[config.mk]
export PLATFORM = sky130hd
export DESIGN_NAME = trig_prescale_burst
export DESIGN_NICKNAME = d
export VERILOG_FILES = /design/src/rtl/trig_prescale_burst.sv
export SDC_FILE = /design/constraint.sdc
export NUM_CORES = 1
export LEC_CHECK = 0
export ABC_AREA = 1
export CORE_UTILIZATION = 55
export CTS_BUF_LIST = sky130_fd_sc_hd__clkbuf_16
export DETAILED_ROUTE_END_ITERATION = 12
export PLACE_DENSITY = 0.78
export REMOVE_ABC_BUFFERS = 1
export SKIP_CTS_REPAIR_TIMING = 1
export SYNTH_ARGS = -nofsm -noshare
export SYNTH_HDL_FRONTEND = slang
export SYNTH_SLANG_ARGS = --single-unit
export TNS_END_PERCENT = 100
[constraint.sdc]
create_clock -name i_clk -period 5.1 [get_ports i_clk]
set_input_delay 0.51 -clock i_clk [delete_from_list [all_inputs] [get_ports i_clk]]
set_output_delay 0.51 -clock i_clk [all_outputs]
set_load 0.02 [all_outputs]
[src/rtl/trig_prescale_burst.sv]
// Trigger conditioner for the fast gate/delay generator input.
// Synchronises an asynchronous trigger, detects rising edges, divides the edge
// rate by a programmable factor and emits fixed-width pulses. A pulse train can
// optionally stop after a programmed burst. Out always returns low between
// pulses so the downstream stage re-arms on every event.
module trig_prescale_burst #(
  parameter int unsigned N           = 32,
  parameter int unsigned SYNC_STAGES = 2
) (
  input  logic         i_clk,
  input  logic         i_rst_n,
  input  logic         i_trig_in,
  input  logic         i_enable,
  input  logic         i_arm,
  input  logic [N-1:0] i_divide,
  input  logic [N-1:0] i_width,
  input  logic [N-1:0] i_burst,
  output logic         o_out,
  output logic         o_busy,
  output logic         o_done,
  output logic         o_overrun,
  output logic [N-1:0] o_pulse_cnt
);

  localparam logic [N-1:0] One = {{(N-1){1'b0}}, 1'b1};

  typedef enum logic [1:0] {
    StIdle,
    StArmed,
    StPulse,
    StDone
  } state_e;

  // Synchroniser and edge detector
  logic [SYNC_STAGES-1:0] r_sync;
  logic                   r_edge;
  logic                   r_rise;
  logic                   w_sync_out;
  logic                   w_rise;

  // Control state
  state_e                 r_state;
  logic                   r_out;
  logic                   r_overrun;
  logic                   r_pend;
  logic [N-1:0]           r_pulse_cnt;
  logic [N-1:0]           r_pre_cnt;
  logic [N-1:0]           r_wid_cnt;

  // Parameters captured at arm time, stored minus one
  logic [N-1:0]           r_div_m1;
  logic [N-1:0]           r_wid_m1;
  logic [N-1:0]           r_burst;

  // Derived combinational terms
  logic [N-1:0]           w_div_m1;
  logic [N-1:0]           w_wid_m1;
  logic [N-1:0]           w_cnt_inc;
  logic                   w_pre_hit;
  logic                   w_wid_last;
  logic                   w_burst_end;

  assign w_sync_out = r_sync[SYNC_STAGES-1];
  assign w_rise     = w_sync_out & ~r_edge;

  // Zero on Divide/Width is treated as one, so the minus-one form saturates at 0.
  assign w_div_m1 = (i_divide == '0) ? '0 : i_divide - One;
  assign w_wid_m1 = (i_width == '0) ? '0 : i_width - One;

  assign w_pre_hit   = (r_pre_cnt == r_div_m1);
  assign w_wid_last  = (r_wid_cnt == '0);
  assign w_cnt_inc   = r_pulse_cnt + One;
  assign w_burst_end = (r_burst != '0) && (w_cnt_inc == r_burst);

  // Shift the trigger through the synchroniser, then register the detected edge.
  // The rise flag is registered so the FSM only ever sees a clean one-cycle strobe.
  always_ff @(posedge i_clk) begin
    if (!i_rst_n) begin
      r_sync <= '0;
      r_edge <= 1'b0;
      r_rise <= 1'b0;
    end else begin
      r_sync <= {r_sync[SYNC_STAGES-2:0], i_trig_in};
      r_edge <= w_sync_out;
      r_rise <= w_rise;
    end
  end

  // Arm/prescale/pulse/burst state machine with registered outputs.
  always_ff @(posedge i_clk) begin
    if (!i_rst_n) begin
      r_state     <= StIdle;
      r_out       <= 1'b0;
      r_overrun   <= 1'b0;
      r_pend      <= 1'b0;
      r_pulse_cnt <= '0;
      r_pre_cnt   <= '0;
      r_wid_cnt   <= '0;
      r_div_m1    <= '0;
      r_wid_m1    <= '0;
      r_burst     <= '0;
    end else if (!i_enable) begin
      // Abort: Overrun and PulseCnt are kept for inspection.
      r_state   <= StIdle;
      r_out     <= 1'b0;
      r_pend    <= 1'b0;
      r_pre_cnt <= '0;
      r_wid_cnt <= '0;
    end else begin
      case (r_state)
        StIdle, StDone: begin
          if (i_arm) begin
            r_state     <= StArmed;
            r_pre_cnt   <= '0;
            r_pulse_cnt <= '0;
            r_overrun   <= 1'b0;
            r_pend      <= 1'b0;
            r_div_m1    <= w_div_m1;
            r_wid_m1    <= w_wid_m1;
            r_burst     <= i_burst;
          end
        end

        StArmed: begin
          if (r_pend) begin
            // Expiry that landed on the previous pulse's final cycle.
            r_pend    <= 1'b0;
            r_out     <= 1'b1;
            r_wid_cnt <= r_wid_m1;
            r_state   <= StPulse;
          end else if (r_rise) begin
            if (w_pre_hit) begin
              r_pre_cnt <= '0;
              r_out     <= 1'b1;
              r_wid_cnt <= r_wid_m1;
              r_state   <= StPulse;
            end else begin
              r_pre_cnt <= r_pre_cnt + One;
            end
          end
        end

        StPulse: begin
          // The prescaler keeps counting while a pulse is in flight.
          if (r_rise) begin
            if (w_pre_hit) begin
              r_pre_cnt <= '0;
              if (w_wid_last) begin
                // Defer to ARMED; a low gap cycle is guaranteed. Dropped if burst ends.
                r_pend <= ~w_burst_end;
              end else begin
                r_overrun <= 1'b1;
              end
            end else begin
              r_pre_cnt <= r_pre_cnt + One;
            end
          end

          if (w_wid_last) begin
            r_out       <= 1'b0;
            r_pulse_cnt <= w_cnt_inc;
            r_state     <= w_burst_end ? StDone : StArmed;
          end else begin
            r_wid_cnt <= r_wid_cnt - One;
          end
        end

        default: begin
          r_state <= StIdle;
          r_out   <= 1'b0;
        end
      endcase
    end
  end

  assign o_out       = r_out;
  assign o_busy      = (r_state == StArmed) || (r_state == StPulse);
  assign o_done      = (r_state == StDone);
  assign o_overrun   = r_overrun;
  assign o_pulse_cnt = r_pulse_cnt;

endmodule

After elaboration in Yosys (flattened, before gate mapping)
Cells that the tools add are included.
{"block": "classes", "n_reduce_logical": 19, "addsub": 5, "mux": 35, "bitwise_logic": 3, "n_eq_ne": 13}
{"op": "two-way mux 32 bit", "n": 11}
{"op": "one-hot mux 32 bit (2 select lines)", "n": 2}
{"op": "logical NOT 32 bit", "n": 3}
{"op": "one-hot mux 32 bit (3 select lines)", "n": 1}
{"op": "subtractor 32 x 1 -> 32 bit, second input constant", "n": 3}
{"op": "adder 32 x 1 -> 32 bit, second input constant", "n": 2}
{"op": "== test 32 bit", "n": 2}
{"op": "nonzero test 32 bit", "n": 1}
{"op": "AND reduction 4 bit", "n": 5}
{"op": "two-way mux 2 bit", "n": 6}
{"op": "!= test 2 bit, second input constant", "n": 6}
{"op": "two-way mux 1 bit", "n": 11}
{"op": "!= test 3 bit, second input constant", "n": 2}
{"op": "one-hot mux 2 bit (3 select lines)", "n": 1}
{"op": "AND reduction 6 bit", "n": 1}
{"op": "== test 2 bit, second input constant", "n": 2}
{"op": "one-hot mux 1 bit (2 select lines)", "n": 2}
{"op": "AND reduction 2 bit", "n": 2}
{"op": "nonzero test 2 bit", "n": 2}
{"op": "one-hot mux 1 bit (3 select lines)", "n": 1}
{"op": "AND reduction 3 bit", "n": 1}
{"op": "== test 2 x 1 -> 1 bit, second input constant", "n": 1}
{"op": "logical NOT 2 bit", "n": 1}
{"op": "NOT 1 bit", "n": 2}
{"op": "4 further kinds", "n": 4}
{"block": "word_totals", "output_inout_bits": 36, "wordCells": 88, "input_bits": 101, "regBits": 201}

Longest topological paths before layout
{"block": "depth", "ltp_word": 8, "ltp_mapped": 17, "depth_no_buf": 17}

Least setup slack after synthesis
No wires, ideal clock.
{"block": "synth_timing", "path_kind": "register to register", "start": "register r_state[0]", "end": "register r_pre_cnt[25]", "slack_ns": 2.752, "arrival_time_ns": 2.228, "period_less_slack_ns": 2.348, "path_buffers": 0, "stages_incl_launch_ff": 15, "required_time_ns": 4.981, "setup_ns": 0.119, "path_cell_list": "dfxtp_1 -> inv_1 -> ha_1 -> inv_2 -> nor2_1 -> nor3_4 -> nand2_1 -> nor3_2 -> nand2_1 -> nor2_2 -> nand3_1 -> nor2_2 -> nand3b_1 -> o21ai_0 -> a21oi_1"}
{"block": "synth_between", "elab_chain_len": 4, "elab_cells_between_ends": 9, "cone_classes": "eq/ne: 5; mux: 1; reduce/logical: 3"}
{"item": "from (decl)", "line_no": "42", "source": "state_e r_state;"}
{"item": "from (signal assigned)", "line_no": "92", "source": "r_state <= StIdle;"}
{"item": "from (signal assigned)", "line_no": "104", "source": "r_state <= StIdle;"}
{"item": "from (signal assigned)", "line_no": "113", "source": "r_state <= StArmed;"}
{"item": "== test 2 bit or logical NOT 2 bit (tied branches)", "line_no": "110", "source": "case (r_state)"}
{"item": "OR reduction 2 bit", "line_no": "110"}
{"item": "!= test 2 bit (no source line)"}
{"item": "AND reduction 2 bit (no source line)"}
{"item": "to (signal assigned)", "line_no": "138", "source": "r_pre_cnt <= r_pre_cnt + One;"}
{"item": "to (signal assigned)", "line_no": "155", "source": "r_pre_cnt <= r_pre_cnt + One;"}
{"item": "to (decl)", "line_no": "47", "source": "logic [N-1:0] r_pre_cnt;"}
Parallel ways exist; a longest one is shown, timed or not.
A chain may end at the register's enable or synchronous reset.

Worst setup path after layout
{"block": "layout_timing", "start": "register r_state[0]", "end": "register r_div_m1[1]"}
{"block": "layout_between", "elab_chain_len": 3, "elab_cells_between_ends": 4, "cone_classes": "eq/ne: 1; reduce/logical: 3"}
{"item": "== test 2 bit or logical NOT 2 bit (tied branches)", "line_no": "110"}
{"item": "OR reduction 2 bit *", "line_no": "110"}
{"item": "AND reduction 3 bit (no source line) *"}
{"item": "to (signal assigned)", "line_no": "118", "source": "r_div_m1 <= w_div_m1;"}
{"item": "to (decl)", "line_no": "51", "source": "logic [N-1:0] r_div_m1;"}
Every way passes the cells marked *; elsewhere a longest branch is shown, timed or not.

==> out/results.tsv <==
stage	metric	value	unit
outcome	status	completed	
floorplanning	die-area	0.02302	mm2
clocking	clkTransAtPathRegs	0.06	ns
power	peakVddDrop	0.0001500	V
yosys	syn_inst	1899	
clocking	cts.path.max_buffers	3	
sta	finalHoldViolations	0	
yosys	synth.top_cell.area_share	0.3264	
drt	wirelength	32480	um
placement	gp_congestion	0.9560	
floorplanning	start_util	0.5632	
sta	finalCriticalPeriod	3.378	ns
yosys	synth_ff_type	dfxtp_1	
sta	max_slew.worst_pin.slew	1.180	ns
grt	track_usage	0.2808	
grt	antenna_found_initial	0	
sta	rsz0062_at_grt	false	
sta	fmax	296.1	MHz
yosys	seq_area_frac_synth	0.3264	
cells_and_area	multi_input_area	0.007229	mm2
clocking	root_buffer	clkbuf_16	
clocking	htree_num_levels	1	
flow_run	cap_violations	0	
clocking	cts_buffers	23	
critical_path	crit_fanout	34	
sta	fin_crit_sh	0.6623	
drt	ant_nets	0	
placement	dpl_cell_area	0.01382	mm2
placement	port_buffers	136	
grt	grt.busiest_layer	met2	
drt	wl_per_cell	14.12	um
critical_path	crit_path_start_kind	flop	
sta	clock_skew	0.009095	ns
grt	grt_pass1_vias	11380	
grt	grt_max_degree	91	
sta	final_max_slew_viol_count	0	
floorplanning	coreArea	0.02189	mm2
drt	drt_iter0_markers	824	
clocking	clk-insertion-delay-late	0.51	ns
critical_path	cp-end-kind	flop	
cells_and_area	drive_gt1_frac	0.05944	
floorplanning	die_y	151.7	um
critical_path	path_class	flop to flop	
cells_and_area	synthToLayoutAreaGrowth	17.39	%
clocking	cts_sinks	201	
critical_path	required	5.53	ns
worst_hold_path	hold_class	flop to flop	
critical_path	worstPathArrival	3.80	ns
sta	finalSetupTns	0	ns
sta	slew-limit-headroom	0.2108	
cells_and_area	fillers	1987	
grt	use_met2	0.4716	
yosys	synth.top_cells.by_area	dfxtp_1 (33%), nand2_1 (13%), nor2_1 (9.1%), a21oi_1 (6.4%), inv_1 (6.3%)	
floorplanning	die_w	151.7	um
grt	grt_pass1_wl	52710	um
sta	setup_viol_count_final	0	
clocking	cts_tree	yes	
yosys	ys_types	55	
power	pwr_density_cell	268.7	mW/mm2
yosys	avgSynthCellArea	6.492	um2
drt	drc	0	
cells_and_area	stdcell_area	0.01447	mm2
yosys	synth_edf_count	0	
drt	num_vias	12580	
placement	dpl.hpwl	23780	um
grt	grt_util_met3	0.02994	
yosys	ys_warn_count	0	
floorplanning	ios	137	
yosys	synth-seq-cells	201	
power	leakage	0.005775	uW
grt	use_met1	0.3679	
cells_and_area	nNetsFinal	2115	
cells_and_area	ff_latch_area	0.004024	mm2
yosys	yosysTopAreaCell	dfxtp_1	
floorplanning	num_rows	54	
yosys	synth_area	0.01233	mm2
grt	overflow	0	
drt	vias_per_cell	5.468	
yosys	async_flop_share	0	
drt	dr.pass1.iters	5	
through the flow:
step           instances  total power [uW]  utilization  worst slack (ns)  hold slack (ns)
2_1_floorplan       1837              2169            -            0.7431           0.3681
3_3_place_gp        2260              2430       0.6313             1.548           0.3818
3_5_place_dp        2260              2445       0.6313             1.456           0.3842
4_1_cts             2299              3902       0.6610             1.709           0.3921
5_1_grt             2299              4056       0.6610             1.407           0.4011
6_report            2300              3888       0.6611             1.722           0.3869
synthesized netlist by cell type (all sizes together), types with 12 or more instances:
master,instances
nand2,442
nor2,318
inv,212
dfxtp,201
a21oi,159
o21ai,108
nand3,107
clkbuf,50
xor2,50
nor3,39
xnor2,37
a211oi,32
a31oi,28
nand4,22
or2,19
buf,12
layout make-up:
cell class / count / area share
Clock buffer: 23 / 0.03977
Tap cell: 280 / 0.02421
Multi-Input combinational cell: 1423 / 0.4996
Timing Repair Buffer: 143 / 0.09770
Antenna cell: 1 / 0.0001729
Clock inverter: 16 / 0.005015
Sequential cell: 201 / 0.2781
Inverter: 213 / 0.05551
metal layers:
layer	wire length (um)	vias up
met4	1101	0
met5	0	-
met3	1893	78
met2	15030	387
li1	-	6394
met1	14460	5718
cell usage in the layout (no fill, tap or decap), types with 14 or more instances in the layout:
cell type,netlist,layout
nand2_2,13,14
inv_1,206,214
nand4_1,22,22
dfxtp_1,201,201
a21oi_1,157,157
xnor2_1,37,37
nor3_1,29,29
xor2_1,50,50
o21ai_0,101,101
clkbuf_16,0,23
nand3_1,103,103
nand2_1,427,426
or2_2,19,19
clkdlybuf4s50_1,0,136
a211oi_1,32,32
a31oi_1,28,28
nor2_1,299,299
kinds of logic after synthesis:
logic type	Yosys count	synth area share
adders and majority gates	9	0.009134
and+or+nand+nor	972	0.3473
buffers and inverters	275	0.08759
AOI/OAI and AO/OA	350	0.1586
DFF	201	0.3264
xor gates and xnor gates	92	0.07094
worst max-delay path: stages, from the launching register on:
cell and delay [ns]:
dfxtp_1 0.38, inv_1 0.08, ha_2 0.36, inv_2 0.08, nor3_4 0.37, clkinv_2 0.51
a21oi_2 0.76, inv_2 0.27, or2_2 0.35, a21oi_1 0.12
where the power goes:
group / leakage (uW) / internal, uW / switching (uW) / total, uW
clock network: 0.000356 / 812 / 654 / 1470
registers: 0.00164 / 1640 / 72.4 / 1720
logic: 0.00378 / 293 / 413 / 706
total: 0.00577 / 2750 / 1140 / 3890
worst paths after layout:
path         cells past startpoint  startpoint           to  slack [ns]
max                              9  r_state[0]  r_div_m1[1]        1.72
min                              1      r_edge       r_rise        0.39
max reg2reg                      9  r_state[0]  r_div_m1[1]        1.72
min reg2reg                      1      r_edge       r_rise        0.39
flip-flops by register name, summed over array words and instances, names as in the netlist:
name / flops
o_out: 1
o_overrun: 1
o_pulse_cnt: 32
r_burst: 32
r_div_m1: 32
r_edge: 1
r_pend: 1
r_pre_cnt: 32
r_rise: 1
r_state: 2
r_sync: 2
r_wid_cnt: 32
r_wid_m1: 32
Note: power is estimated with default switching activity, not from simulation.
